$ cat src/rtl/alu_pkg.sv
// Shared types for the ALU result stages.
// Flag bundle and output-stage FSM encoding.
package alu_pkg;

    typedef struct packed {
        logic n;
        logic z;
        logic c;
        logic v;
    } alu_flags_t;

    typedef enum logic [1:0] {
        EMPTY = 2'd0,
        ONE   = 2'd1,
        FULL  = 2'd2
    } stage_state_t;

endpackage

$ cat src/rtl/sub_result_stage_if.sv
// Valid/ready bundle between subtractor, result stage and consumer.
// master drives beats in and accepts results; slave is the stage.
interface sub_result_stage_if #(
    parameter int N = 4
);
    logic         in_valid;
    logic         in_ready;
    logic [N-1:0] diferencia;
    logic         cout;
    logic         minuendo_msb;
    logic         sustraendo_msb;
    logic         out_valid;
    logic         out_ready;
    logic [N-1:0] resultado;
    logic         flag_n;
    logic         flag_z;
    logic         flag_c;
    logic         flag_v;

    modport master (
        output in_valid,
        output diferencia,
        output cout,
        output minuendo_msb,
        output sustraendo_msb,
        output out_ready,
        input  in_ready,
        input  out_valid,
        input  resultado,
        input  flag_n,
        input  flag_z,
        input  flag_c,
        input  flag_v
    );

    modport slave (
        input  in_valid,
        input  diferencia,
        input  cout,
        input  minuendo_msb,
        input  sustraendo_msb,
        input  out_ready,
        output in_ready,
        output out_valid,
        output resultado,
        output flag_n,
        output flag_z,
        output flag_c,
        output flag_v
    );
endinterface

$ cat src/rtl/sub_flag_calc.sv
// Combinational N/Z/C/V derivation for a subtract (or add) result.
// Operand MSBs are passed in so the same block serves the adder stage.
module sub_flag_calc
    import alu_pkg::*;
#(
    parameter int N = 4
) (
    input  logic [N-1:0] diferencia,
    input  logic         cout,
    input  logic         minuendo_msb,
    input  logic         sustraendo_msb,
    output alu_flags_t   flags
);

    // Overflow: operands of opposite sign and result sign differs from minuend.
    always_comb begin
        flags   = '0;
        flags.n = diferencia[N-1];
        flags.z = (diferencia == '0);
        flags.c = cout;
        flags.v = (minuendo_msb != sustraendo_msb) &&
                  (diferencia[N-1] != minuendo_msb);
    end

endmodule

$ cat src/rtl/sub_result_stage.sv
// Registered subtractor output stage with 2-entry skid buffer.
// Optional sticky overflow flag enabled by defining STICKY_V_EN.
module sub_result_stage
    import alu_pkg::*;
#(
    parameter int N = 4
) (
    input  logic clk,
    input  logic rst,
`ifdef STICKY_V_EN
    input  logic clr_sticky,
    output logic flag_v_sticky,
`endif
    sub_result_stage_if.slave bus
);

    alu_flags_t   in_flags;
    stage_state_t state_q, state_d;
    logic [N-1:0] main_res_q, main_res_d;
    logic [N-1:0] skid_res_q, skid_res_d;
    alu_flags_t   main_flags_q, main_flags_d;
    alu_flags_t   skid_flags_q, skid_flags_d;
    logic         in_ready_q, in_ready_d;
    logic         out_valid_q, out_valid_d;
    logic         in_fire;
    logic         out_fire;

    sub_flag_calc #(
        .N(N)
    ) u_flag_calc (
        .diferencia     (bus.diferencia),
        .cout           (bus.cout),
        .minuendo_msb   (bus.minuendo_msb),
        .sustraendo_msb (bus.sustraendo_msb),
        .flags          (in_flags)
    );

    assign in_fire  = bus.in_valid & in_ready_q;
    assign out_fire = out_valid_q & bus.out_ready;

    // Next state, main/skid loads and registered handshake outputs.
    always_comb begin
        state_d      = state_q;
        main_res_d   = main_res_q;
        main_flags_d = main_flags_q;
        skid_res_d   = skid_res_q;
        skid_flags_d = skid_flags_q;
        unique case (state_q)
            EMPTY: begin
                if (in_fire) begin
                    main_res_d   = bus.diferencia;
                    main_flags_d = in_flags;
                    state_d      = ONE;
                end
            end
            ONE: begin
                if (in_fire && out_fire) begin
                    main_res_d   = bus.diferencia;
                    main_flags_d = in_flags;
                end else if (in_fire) begin
                    skid_res_d   = bus.diferencia;
                    skid_flags_d = in_flags;
                    state_d      = FULL;
                end else if (out_fire) begin
                    state_d = EMPTY;
                end
            end
            FULL: begin
                if (out_fire) begin
                    main_res_d   = skid_res_q;
                    main_flags_d = skid_flags_q;
                    state_d      = ONE;
                end
            end
            default: state_d = EMPTY;
        endcase
        in_ready_d  = (state_d != FULL);
        out_valid_d = (state_d != EMPTY);
    end

    // State and storage registers; reset discards buffered beats.
    always_ff @(posedge clk) begin
        if (rst) begin
            state_q      <= EMPTY;
            main_res_q   <= '0;
            main_flags_q <= '0;
            skid_res_q   <= '0;
            skid_flags_q <= '0;
            in_ready_q   <= 1'b1;
            out_valid_q  <= 1'b0;
        end else begin
            state_q      <= state_d;
            main_res_q   <= main_res_d;
            main_flags_q <= main_flags_d;
            skid_res_q   <= skid_res_d;
            skid_flags_q <= skid_flags_d;
            in_ready_q   <= in_ready_d;
            out_valid_q  <= out_valid_d;
        end
    end

    assign bus.in_ready  = in_ready_q;
    assign bus.out_valid = out_valid_q;
    assign bus.resultado = main_res_q;
    assign bus.flag_n    = main_flags_q.n;
    assign bus.flag_z    = main_flags_q.z;
    assign bus.flag_c    = main_flags_q.c;
    assign bus.flag_v    = main_flags_q.v;

`ifdef STICKY_V_EN
    logic sticky_q, sticky_d;

    // Sticky overflow: a delivered V=1 beat wins over a clear request.
    always_comb begin
        sticky_d = sticky_q;
        if (clr_sticky) begin
            sticky_d = 1'b0;
        end
        if (out_fire && main_flags_q.v) begin
            sticky_d = 1'b1;
        end
    end

    // Sticky overflow register.
    always_ff @(posedge clk) begin
        if (rst) begin
            sticky_q <= 1'b0;
        end else begin
            sticky_q <= sticky_d;
        end
    end

    assign flag_v_sticky = sticky_q;
`endif

endmodule
$ cat src/flat_wrapper.sv
// flat-port wrapper written by rule: the top's interface ports become plain ports
module sub_result_stage_flat import alu_pkg::*;
#(
    parameter int N = 4
)
  (clk, rst, bus_in_valid, bus_diferencia, bus_cout, bus_minuendo_msb, bus_sustraendo_msb, bus_out_ready, bus_in_ready, bus_out_valid, bus_resultado, bus_flag_n, bus_flag_z, bus_flag_c, bus_flag_v);
  sub_result_stage_if #(.N(N)) bus_i ();
  input  logic clk;
  input  logic rst;
  input wire logic [$bits(bus_i.in_valid)-1:0] bus_in_valid;
  input wire logic [$bits(bus_i.diferencia)-1:0] bus_diferencia;
  input wire logic [$bits(bus_i.cout)-1:0] bus_cout;
  input wire logic [$bits(bus_i.minuendo_msb)-1:0] bus_minuendo_msb;
  input wire logic [$bits(bus_i.sustraendo_msb)-1:0] bus_sustraendo_msb;
  input wire logic [$bits(bus_i.out_ready)-1:0] bus_out_ready;
  output wire logic [$bits(bus_i.in_ready)-1:0] bus_in_ready;
  output wire logic [$bits(bus_i.out_valid)-1:0] bus_out_valid;
  output wire logic [$bits(bus_i.resultado)-1:0] bus_resultado;
  output wire logic [$bits(bus_i.flag_n)-1:0] bus_flag_n;
  output wire logic [$bits(bus_i.flag_z)-1:0] bus_flag_z;
  output wire logic [$bits(bus_i.flag_c)-1:0] bus_flag_c;
  output wire logic [$bits(bus_i.flag_v)-1:0] bus_flag_v;
  assign bus_i.in_valid = bus_in_valid;
  assign bus_i.diferencia = bus_diferencia;
  assign bus_i.cout = bus_cout;
  assign bus_i.minuendo_msb = bus_minuendo_msb;
  assign bus_i.sustraendo_msb = bus_sustraendo_msb;
  assign bus_i.out_ready = bus_out_ready;
  assign bus_in_ready = bus_i.in_ready;
  assign bus_out_valid = bus_i.out_valid;
  assign bus_resultado = bus_i.resultado;
  assign bus_flag_n = bus_i.flag_n;
  assign bus_flag_z = bus_i.flag_z;
  assign bus_flag_c = bus_i.flag_c;
  assign bus_flag_v = bus_i.flag_v;
  sub_result_stage #(.N(N)) u_core (.clk(clk), .rst(rst), .bus(bus_i));
endmodule
$ cat config.mk
export PLATFORM = sky130hd
export DESIGN_NAME = sub_result_stage_flat
export DESIGN_NICKNAME = d
export VERILOG_FILES = /design/src/rtl/alu_pkg.sv /design/src/rtl/sub_result_stage_if.sv /design/src/rtl/sub_flag_calc.sv /design/src/rtl/sub_result_stage.sv /design/src/flat_wrapper.sv
export SDC_FILE = /design/constraint.sdc
export NUM_CORES = 1
export LEC_CHECK = 0
export BUFFER_PORTS_ARGS = -buffer_cell sky130_fd_sc_hd__buf_4
export CORE_MARGIN = 1.5
export CORE_UTILIZATION = 49
export DETAILED_ROUTE_END_ITERATION = 8
export PLACE_DENSITY = 0.75
export SETUP_SLACK_MARGIN = 0.2
export SKIP_CTS_REPAIR_TIMING = 1
export SLEW_MARGIN = 0
export SYNTH_ARGS = -nofsm -noshare
export SYNTH_HDL_FRONTEND = slang
export SYNTH_SLANG_ARGS = --single-unit
$ cat constraint.sdc
create_clock -name clk -period 1.9 [get_ports clk]
set_clock_uncertainty 0.15 [all_clocks]
set_input_delay 0 -clock clk [delete_from_list [all_inputs] [get_ports clk]]
set_output_delay 0 -clock clk [all_outputs]
set_load 0.02 [all_outputs]
==> impl_metrics.tcl, run 1 <==
set metrics [dict create \
    finalHoldViolCount 0 \
    tritoncts "built" \
    met3_wirelength_um 50 \
    outcome "finished, final reports clean" \
    grt_use_total_pct 17.0 \
    syn-instance-count 80 \
    yosys.area_share.xor_xnor_pct 1.09 \
    dr_total_vias 647 \
    initial_antenna_violation_count 0 \
    combinational_family_with_the_most_area_after_synthesis "compound AO/OA/AOI/OAI gates" \
    synth_fa_ha_area_share_pct 0 \
    maxCapViolations 0 \
    ant_nets 0 \
    insertedDiodeCount 0 \
    required_ns 1.94 \
    crit_arrival_ns 1.62 \
    dp_worst_setup_slack_ns 0.177 \
    path_max_fanout 8 \
    synth.area.top_cells "sky130_fd_sc_hd__dfxtp_1, sky130_fd_sc_hd__mux2i_1, sky130_fd_sc_hd__nor2_1" \
    synthToLayoutAreaGrowth_pct 35.1 \
    instances_no_fill 126 \
    final_sum_of_negative_setup_slack_ns 0 \
    category_of_the_most_critical_setup_path "reg2reg" \
    cp-startpoint "u_core.bus.out_valid" \
    drive_gt1_share_pct 28.2 \
    min_path_type "in2reg" \
    final_common_cell "sky130_fd_sc_hd__buf_4" \
    floorplan.rows 14 \
    nets 122 \
    synth_mux_area_share_pct 17.4 \
    critPathCapture "u_core.skid_res_q[2]" \
    io_buffer_count 20 \
    syn_avg_cell_area_um2 10.1 \
    instance_count_after_placement_with_tap_cells_included 111 \
    floorplan.initialDensity_pct 52.9 \
    grt_overflow 0 \
    worst-slew-pin-transition_ns 0.451 \
    postLayoutCellArea_um2 1090 \
    cp_num_buf_inv 0 \
    wl_per_cell_um 12.7 \
    ys_ff_latch 18 \
    register_to_register_path_depth 4 \
    met2WireLength_um 805 \
    area_fraction_of_the_dominant_cell_type_after_synthesis_pct 44.7 \
    floorplan.core_area_um2 1520 \
    peakVddDrop_uv 627 \
    cts_buffers 3 \
    worst_r2r_src "u_core.bus.out_valid" \
    drt_iter0_drc 4 \
    powerDensity_nw_per_um2 863 \
    most_frequent_cells_in_the_layout "sky130_fd_sc_hd__buf_4, sky130_fd_sc_hd__dfxtp_1, sky130_fd_sc_hd__nor2_1" \
    start_kind "register" \
    placement.cell_area_um2 945 \
    clk_path_buf_depth 2 \
    design.portCount 21 \
    hold-path-cell-count 4 \
    numClockSinks 18 \
    reg2reg_to "u_core.skid_res_q[2]" \
    fin_crit_ns 1.58 \
    syn-num-nets 91 \
    yosysTopAreaCell "sky130_fd_sc_hd__dfxtp_1" \
    first_global_vias 571 \
    timing.critical_path.to_type "register" \
    clkTransAtPathRegs_ns 0.10 \
    grt_pass1_wl_um 2400 \
    critPathTopFamily "simple AND/OR/NAND/NOR gates" \
    synth_simple_gate_area_share_pct 13.5 \
    gpl.final_weighted_congestion 0.707 \
    grt_setup_unrepaired "false" \
    clock.fmax_ghz 0.631 \
    final_setup_violation_count 0 \
    dpl.hpwl_um 1040 \
    finalWirelength_um 1610 \
    fp.dieW_um 43.6 \
    worst_path_max_delay_cell "sky130_fd_sc_hd__or3b_4" \
    drt-vias-per-instance 5.13 \
    met1Wirelength_um 749 \
    highest_layer "met3" \
    leakagePower_uw 0.000538 \
    post-route-period-util_pct 83.4 \
    finalWorstSetupSlack_ns 0.315 \
    finalMaxSlewViolations 0 \
    worst_slew_margin_rel_pct 69.7 \
    residual_drc_count 0 \
    synth.cell_area_um2 806 \
    dieHeight_um 43.6 \
    post_synth_num_cell_types 21 \
    clock_insertion_delay_worst_skew_ns 0.29 \
    dr.pass1.iters 3 \
    cts_root_buf "sky130_fd_sc_hd__clkbuf_4" \
    ff2ff_setup_slack_ns 0.32 \
    grt_start_max_net_pins 18 \
    number_of_warnings_printed_during_yosys_synthesis 0 \
    path_depth 4 \
    synth-seq-area-share_pct 44.7 \
    synth-compound-area-share_pct 17.5 \
    dieArea_um2 1900 \
    cts_max_level 1 \
    critPathMaxStageDelay_ns 0.51 \
    worstPathCellList "a21boi_4, or3b_4, mux2i_1, nor2_1" \
]
==> worst min-delay path, delay by kind of cell <==
kind / cells / cell delay [ns]
simple gates: 2 / 0.26
compound gates: 1 / 0.07
buf+inv: 1 / 0.10
==> cell usage after synthesis <==
master	n
sky130_fd_sc_hd__inv_1	2
sky130_fd_sc_hd__a21oi_4	1
sky130_fd_sc_hd__o22a_1	1
sky130_fd_sc_hd__buf_4	2
sky130_fd_sc_hd__nand2b_1	3
sky130_fd_sc_hd__o32ai_4	1
sky130_fd_sc_hd__nor2_1	15
sky130_fd_sc_hd__a211oi_1	6
sky130_fd_sc_hd__clkbuf_1	2
sky130_fd_sc_hd__nor4_1	1
sky130_fd_sc_hd__buf_6	1
sky130_fd_sc_hd__nand2_1	5
sky130_fd_sc_hd__dfxtp_1	18
sky130_fd_sc_hd__mux2i_1	14
sky130_fd_sc_hd__a21oi_1	1
sky130_fd_sc_hd__o21a_1	1
sky130_fd_sc_hd__buf_2	1
sky130_fd_sc_hd__or3b_1	1
sky130_fd_sc_hd__xor2_1	1
sky130_fd_sc_hd__o22ai_1	2
sky130_fd_sc_hd__a21boi_4	1
==> power breakdown <==
group          switching (µW)  internal (µW)  leakage (µW)
clock network             120            117     0.0000210
logic                     131            135      0.000369
registers                23.6            413      0.000147
==> cells by family (layout without fill, tap and decap cells) <==
logic type	count (synthesis)	in the layout
AND/OR/NAND/NOR	25	25
flip-flops	18	18
AO/OA/AOI/OAI	14	14
multiplexers	14	14
buffers and inverters	8	38
XOR/XNOR	1	1
==> through the flow <==
stage	util [%]	power, µW	hold WS [ns]
finish	71.4	939	0.0273
global route	71.4	989	0.0528
CTS	64.4	919	-0.201
detailed placement	62.0	683	0.105
global placement	62.0	679	0.100
floorplan	-	612	-0.00606
==> sequential cells by signal (all words and copies together), names as in the netlist <==
register / flops
u_core.skid_res_q: 4
u_core.bus.flag_z: 1
u_core.bus.flag_v: 1
u_core.bus.flag_n: 1
u_core.skid_flags_q: 3
u_core.bus.flag_c: 1
u_core.bus.in_ready: 1
u_core.state_q: 2
u_core.bus.out_valid: 1
u_core.bus.resultado: 3
==> worst min path at each step <==
stage / startpoint / end
6_report: bus_out_ready / u_core.state_q[1]
5_1_grt: bus_out_ready / u_core.state_q[1]
4_1_cts: bus_cout / u_core.skid_flags_q[1]
3_5_place_dp: bus_cout / u_core.skid_flags_q[1]
3_3_place_gp: bus_diferencia[2] / u_core.skid_res_q[2]
2_1_floorplan: bus_cout / u_core.skid_flags_q[1]
==> layout make-up <==
class,instances,area [µm²]
clock buffers,4,36.3
fillers,117,435
inverters,2,7.51
multi-input cells,54,402
flip-flops and latches,18,360
well taps,16,20.0
repair buffers,32,263
==> metal layers <==
layer	GRT usage [%]	vias to the layer above
met2	27.9	14
met5	0	-
met1	21.4	295
li1	-	338
met3	3.75	0
met4	7.27	0
(Power assumes the default switching activity.)
==> run 2: changes to the inputs <==
--- a/config.mk
+++ b/config.mk
@@ -5,11 +5,12 @@
 export SDC_FILE = /design/constraint.sdc
 export NUM_CORES = 1
 export LEC_CHECK = 0
+export ABC_AREA = 1
 export BUFFER_PORTS_ARGS = -buffer_cell sky130_fd_sc_hd__buf_4
 export CORE_MARGIN = 1.5
-export CORE_UTILIZATION = 49
+export CORE_UTILIZATION = 52
 export DETAILED_ROUTE_END_ITERATION = 8
-export PLACE_DENSITY = 0.75
+export PLACE_DENSITY = 0.77
 export SETUP_SLACK_MARGIN = 0.2
 export SKIP_CTS_REPAIR_TIMING = 1
 export SLEW_MARGIN = 0
==> constraint.sdc (replaced) <==
create_clock -name clk -period 1.6 [get_ports clk]
set_clock_uncertainty 0.15 [all_clocks]
set_input_delay 0 -clock clk [delete_from_list [all_inputs] [get_ports clk]]
set_output_delay 0 -clock clk [all_outputs]
set_load 0.02 [all_outputs]
==> impl_metrics.tcl, run 2 <==
set metrics [dict create \
    outcome "finished, final reports clean" \
    largest_register_ffs 4 \
    nets 176 \
    dr_total_vias 903 \
    dr.pass1.iters 4 \
    ant_nets 0 \
    sw_share_pct 33.7 \
    io_buffer_count 20 \
    instances_no_fill 189 \
    dieHeight_um 46.2 \
    gpl.final_weighted_congestion 0.800 \
    async_reset_ff_share_pct 0 \
    grt_start_max_net_pins 16 \
    floorplan.core_area_um2 1750 \
    dpl.hpwl_um 1390 \
    final_common_cell "sky130_fd_sc_hd__nand2_1" \
    grt_pass1_wl_um 3030 \
    synth_simple_gate_area_share_pct 48.1 \
    clock.fmax_ghz 0.751 \
    synth.cell_area_um2 968 \
    synth-compound-area-share_pct 6.07 \
    first_global_vias 726 \
    design.portCount 21 \
    syn-instance-count 131 \
    synth-seq-area-share_pct 37.2 \
    worst-slew-pin-transition_ns 0.451 \
    instance_count_after_placement_with_tap_cells_included 174 \
    tritoncts "built" \
    final_setup_violation_count 0 \
    final_sum_of_negative_setup_slack_ns 0 \
    internal_power_contribution_uw 806 \
    maxCapViolations 0 \
    grt_overflow 0 \
    p_switching_uw 410 \
    number_of_warnings_printed_during_yosys_synthesis 0 \
    floorplan.rows 15 \
    yosys.cell_count.top_type "sky130_fd_sc_hd__nand2_1" \
    yosysTopAreaCell "sky130_fd_sc_hd__dfxtp_1" \
    post_synth_num_cell_types 20 \
    area_fraction_of_the_dominant_cell_type_after_synthesis_pct 37.2 \
    floorplan.initialDensity_pct 55.5 \
    syn-num-nets 142 \
    synth.area.top_cells "sky130_fd_sc_hd__dfxtp_1, sky130_fd_sc_hd__nand2_1, sky130_fd_sc_hd__nor2_1" \
    cts_root_buf "sky130_fd_sc_hd__clkbuf_4" \
    grt_use_total_pct 19.9 \
    largest-register "u_core.skid_res_q" \
    cp-startpoint "u_core.state_q[1]" \
    worst_slew_margin_rel_pct 69.9 \
    hold-path-cell-count 7 \
    register_to_register_path_depth 6 \
    insertedDiodeCount 0 \
    peakVddDrop_uv 798 \
    required_ns 1.66 \
    synth_ff_type "sky130_fd_sc_hd__dfxtp_1" \
    number_of_fill_cells_in_the_layout 143 \
    finalHoldViolCount 0 \
    ys_ff_latch 18 \
    grt_setup_unrepaired "true" \
    wl_per_cell_um 10.2 \
    residual_drc_count 0 \
    most_frequent_cells_in_the_layout "sky130_fd_sc_hd__nand2_1, sky130_fd_sc_hd__buf_4, sky130_fd_sc_hd__nor2_1, sky130_fd_sc_hd__dfxtp_1, sky130_fd_sc_hd__inv_1" \
    hold_start "bus_out_ready" \
    cts_buffers 3 \
    sequentialPowerShare_pct 43.7 \
    fp.dieW_um 46.2 \
    synthToLayoutAreaGrowth_pct 32.3 \
    numClockSinks 18 \
    ff2ff_setup_slack_ns 0.27 \
    fin_crit_ns 1.33 \
    category_of_the_most_critical_setup_path "reg2reg" \
    initial_antenna_violation_count 0 \
    dieArea_um2 2130 \
    drive_gt1_share_pct 31.7 \
    crit_arrival_ns 1.39 \
    path_max_fanout 9 \
    clk_path_buf_depth 2 \
    post-route-period-util_pct 83.3 \
    critPathCapture "u_core.skid_flags_q[2]" \
    finalWirelength_um 1930 \
    finalMaxSlewViolations 0 \
    synth_mux_area_share_pct 0 \
    syn_avg_cell_area_um2 7.39 \
    leakagePower_uw 0.000649 \
    clkTransAtPathRegs_ns 0.11 \
    power.share.combinational_pct 32.8 \
    synth_enable_flop_cells 0 \
    cts_max_level 1 \
    p_clk_share_pct 23.5 \
    clock_insertion_delay_worst_skew_ns 0.30 \
    powerDensity_nw_per_um2 949 \
    ys_top_cells_by_count "sky130_fd_sc_hd__nand2_1, sky130_fd_sc_hd__nor2_1, sky130_fd_sc_hd__dfxtp_1" \
    start_kind "register" \
    timing.critical_path.to_type "register" \
    drt-vias-per-instance 4.78 \
    drt_iter0_drc 17 \
    worst_r2r_src "u_core.state_q[1]" \
    combinational_family_with_the_most_area_after_synthesis "simple AND/OR/NAND/NOR gates" \
    reg2reg_to "u_core.skid_flags_q[2]" \
    yosys.area_share.xor_xnor_pct 0 \
    min_path_type "in2reg" \
    synth_fa_ha_area_share_pct 0 \
]
[run 2: cell families after synthesis]
family          count (synthesis)
compound gates                 11
buf+inv                        17
flops                          18
simple gates                   85
[run 2: metal layers]
metal  GRT usage (%)  vias to the layer above  share of wire (%)
li1                -                      470                  -
met3            3.53                        7                4.7
met1            26.1                      399                 46
met4            10.3                        0                2.5
met5               0                        -                  0
met2            30.8                       27                 47
[run 2: worst min path at each step]
| stage | end | slack (ns) |
|---|---|---|
| floorplan | u_core.skid_flags_q[0] | -0.08 |
| global placement | u_core.skid_flags_q[0] | 0.02 |
| detailed placement | u_core.skid_flags_q[0] | 0.02 |
| CTS | u_core.skid_flags_q[0] | -0.31 |
| global route | u_core.state_q[0] | 0.13 |
| finish | u_core.state_q[0] | 0.08 |
[run 2: final cells by class]
class                   instances  area, µm²  share of cell area, %
clock buffers                   4       36.3                   2.83
repair buffers                 31        255                   19.9
multi-input cells              96        527                   41.1
well taps                      25       31.3                   2.44
flip-flops and latches         18        360                   28.1
inverters                      15       71.3                   5.57
[run 2: through the flow]
step / setup slack, ns / cell area (µm²) / power, µW / hold slack (ns) / utilization (%)
floorplan: 0.244 / 968 / 809 / -0.0809 / -
global placement: 0.321 / 1140 / 909 / 0.0170 / 65.2
detailed placement: 0.284 / 1140 / 917 / 0.0169 / 65.2
CTS: 0.272 / 1170 / 1200 / -0.309 / 67.2
global route: 0.168 / 1280 / 1290 / 0.131 / 73.4
finish: 0.268 / 1280 / 1220 / 0.0752 / 73.4
[run 2: worst max-delay path, stage by stage (launching register included)]
cell	delay (ns)
sky130_fd_sc_hd__dfxtp_1	0.39
sky130_fd_sc_hd__inv_2	0.12
sky130_fd_sc_hd__nand3_2	0.08
sky130_fd_sc_hd__nor2_4	0.22
sky130_fd_sc_hd__inv_2	0.10
sky130_fd_sc_hd__a21oi_1	0.13
sky130_fd_sc_hd__nor2_1	0.05
[run 2: power groups by stage]
stage | clock network (µW) | logic [µW] | registers, µW
after floorplan | 0 | 234 | 575
after global placement | 0 | 370 | 539
after detailed placement | 0 | 376 | 542
after CTS | 291 | 377 | 532
after global routing | 313 | 440 | 538
final | 286 | 399 | 532
==> run 3: changes to the inputs <==
--- a/config.mk
+++ b/config.mk
@@ -8,9 +8,9 @@
 export ABC_AREA = 1
 export BUFFER_PORTS_ARGS = -buffer_cell sky130_fd_sc_hd__buf_4
 export CORE_MARGIN = 1.5
-export CORE_UTILIZATION = 52
+export CORE_UTILIZATION = 47
 export DETAILED_ROUTE_END_ITERATION = 8
-export PLACE_DENSITY = 0.77
+export PLACE_DENSITY = 0.73
 export SETUP_SLACK_MARGIN = 0.2
 export SKIP_CTS_REPAIR_TIMING = 1
 export SLEW_MARGIN = 0
==> constraint.sdc (replaced) <==
create_clock -name clk -period 1.2 [get_ports clk]
set_clock_uncertainty 0.15 [all_clocks]
set_input_delay 0 -clock clk [delete_from_list [all_inputs] [get_ports clk]]
set_output_delay 0 -clock clk [all_outputs]
set_load 0.02 [all_outputs]
==> impl_metrics.tcl, run 3 (synthesis gave the netlist of run 2 again) <==
set metrics [dict create \
    outcome "finished with violations" \
    failed_checks "negative hold slack, negative setup slack" \
    cts_root_buf "sky130_fd_sc_hd__clkbuf_4" \
    clock_insertion_delay_worst_skew_ns 0.29 \
    dr_total_vias 903 \
    critPathMostFrequentCell "sky130_fd_sc_hd__nand2_8" \
    fp.dieW_um 48.4 \
    drt_iter0_drc 23 \
    dr.pass1.iters 4 \
    cts_max_level 1 \
    numClockSinks 18 \
    final_common_cell "sky130_fd_sc_hd__nand2_1" \
    residual_drc_count 0 \
    drt-vias-per-instance 4.75 \
    most_frequent_cells_in_the_layout "sky130_fd_sc_hd__nand2_1, sky130_fd_sc_hd__buf_4, sky130_fd_sc_hd__nor2_1" \
    design.portCount 21 \
    finalWirelength_um 2000 \
    dieHeight_um 48.4 \
    start_kind "register" \
    insertedDiodeCount 0 \
    finalHoldViolCount 1 \
    io_buffer_count 20 \
    floorplan.core_area_um2 1940 \
    wl_per_cell_um 10.5 \
    post-route-period-util_pct 102 \
    floorplan.rows 16 \
    p_switching_uw 576 \
    drive_gt1_share_pct 39.3 \
    largest-register "u_core.skid_res_q" \
    number_of_fill_cells_in_the_layout 162 \
    power.share.combinational_pct 36.1 \
    postLayoutCellArea_um2 1330 \
    powerDensity_nw_per_um2 1210 \
    cp-startpoint "u_core.state_q[0]" \
    leakagePower_uw 0.000649 \
    floorplan.initialDensity_pct 49.9 \
    gpl.final_weighted_congestion 0.800 \
    finalMaxSlewViolations 0 \
    dpl.hpwl_um 1370 \
    nets 175 \
    dieArea_um2 2340 \
    min_path_type "in2reg" \
    finalWorstSetupSlack_ns -0.0226 \
    first_global_vias 771 \
    maxCapViolations 0 \
    worst_slew_margin_rel_pct 70.0 \
    largest_register_ffs 4 \
    dp_worst_setup_slack_ns -0.0271 \
    ff2ff_setup_slack_ns -0.02 \
    final.hold.worst_slack_ns -0.283 \
    tritoncts "built" \
    layout.core_utilization_pct 68.6 \
    grt_start_max_net_pins 16 \
    clock.fmax_ghz 0.818 \
    worst-slew-pin-transition_ns 0.450 \
    sequentialPowerShare_pct 45.0 \
    cts_buffers 3 \
    worstPathCellList "inv_4, nand2_8, inv_8, nand2_8, nand2_8, inv_8, nor2_4, nor2_2" \
    required_ns 1.24 \
    critPathMaxStageDelay_ns 0.39 \
    reg2reg_to "u_core.bus.resultado[0]" \
    initial_antenna_violation_count 0 \
    p_clk_share_pct 18.9 \
    ant_nets 0 \
    final_setup_violation_count 8 \
    crit_arrival_ns 1.27 \
    fin_crit_ns 1.22 \
    critPathCapture "u_core.bus.resultado[0]" \
    clk_path_buf_depth 2 \
    register_to_register_path_depth 8 \
    path_max_fanout 8 \
    category_of_the_most_critical_setup_path "reg2reg" \
    grt_setup_unrepaired "true" \
    internal_power_contribution_uw 1040 \
    timing.critical_path.to_type "register" \
    grt_overflow 0 \
    peakVddDrop_uv 646 \
    worst_r2r_src "u_core.state_q[0]" \
    synthToLayoutAreaGrowth_pct 37.6 \
    worst_path_max_delay_cell "sky130_fd_sc_hd__dfxtp_4" \
    grt_use_total_pct 17.3 \
    sw_share_pct 35.6 \
    grt_pass1_wl_um 3230 \
    clkTransAtPathRegs_ns 0.11 \
    placement.cell_area_um2 1190 \
]
## run 3: how the worst min path moves through the flow
stage          from                      to  slack (ns)  cells after the start
3_5_place_dp    rst  u_core.skid_flags_q[0]        0.03                      2
5_1_grt         rst  u_core.skid_flags_q[0]       -0.30                      2
6_report        rst  u_core.skid_flags_q[0]       -0.28                      2
2_1_floorplan   rst  u_core.skid_flags_q[0]       -0.08                      1
3_3_place_gp    rst  u_core.skid_flags_q[0]        0.02                      2
4_1_cts         rst  u_core.skid_flags_q[0]       -0.29                      2
## run 3: critical path, delay by kind of cell (launching register included)
family | cells | cell delay (ns)
AND/OR/NAND/NOR | 5 | 0.35
flip-flops | 1 | 0.39
buffers and inverters | 3 | 0.21
## run 3: power by group through the flow
| stage | clock [µW] | combinational (µW) | sequential (µW) |
|---|---|---|---|
| finish | 306 | 584 | 728 |
| CTS | 316 | 521 | 720 |
| global placement | 0 | 511 | 730 |
| global route | 344 | 643 | 738 |
| floorplan | 0 | 326 | 779 |
| detailed placement | 0 | 519 | 733 |
## run 3: final cells by class
cell class,instances,area [µm²],area share [%]
tap,27,33.8,2.54
timing repair inverter,1,6.26,0.469
clock buffer,3,22.5,1.69
inverter,15,78.8,5.92
multi-input combinational,97,586,43.9
sequential,18,375,28.2
clock inverter,1,3.75,0.282
timing repair buffer,28,226,17.0
## run 3: metrics by stage
| stage | setup TNS, ns | cells | total power (µW) |
|---|---|---|---|
| after CTS | -0.386 | 181 | 1560 |
| after global routing | -1.02 | 190 | 1720 |
| after floorplan | 0 | 131 | 1100 |
| after global placement | -0.0137 | 177 | 1240 |
| after detailed placement | -0.0949 | 177 | 1250 |
| final | -0.134 | 190 | 1620 |
## run 3: metal layers
| layer | track usage (%) | up-vias | share of wire [%] |
|---|---|---|---|
| li1 | - | 476 | - |
| met1 | 23.2 | 402 | 46 |
| met2 | 27.8 | 25 | 50 |
| met3 | 2.78 | 0 | 3.9 |
| met4 | 7.14 | 0 | 0 |
| met5 | 0 | - | 0 |
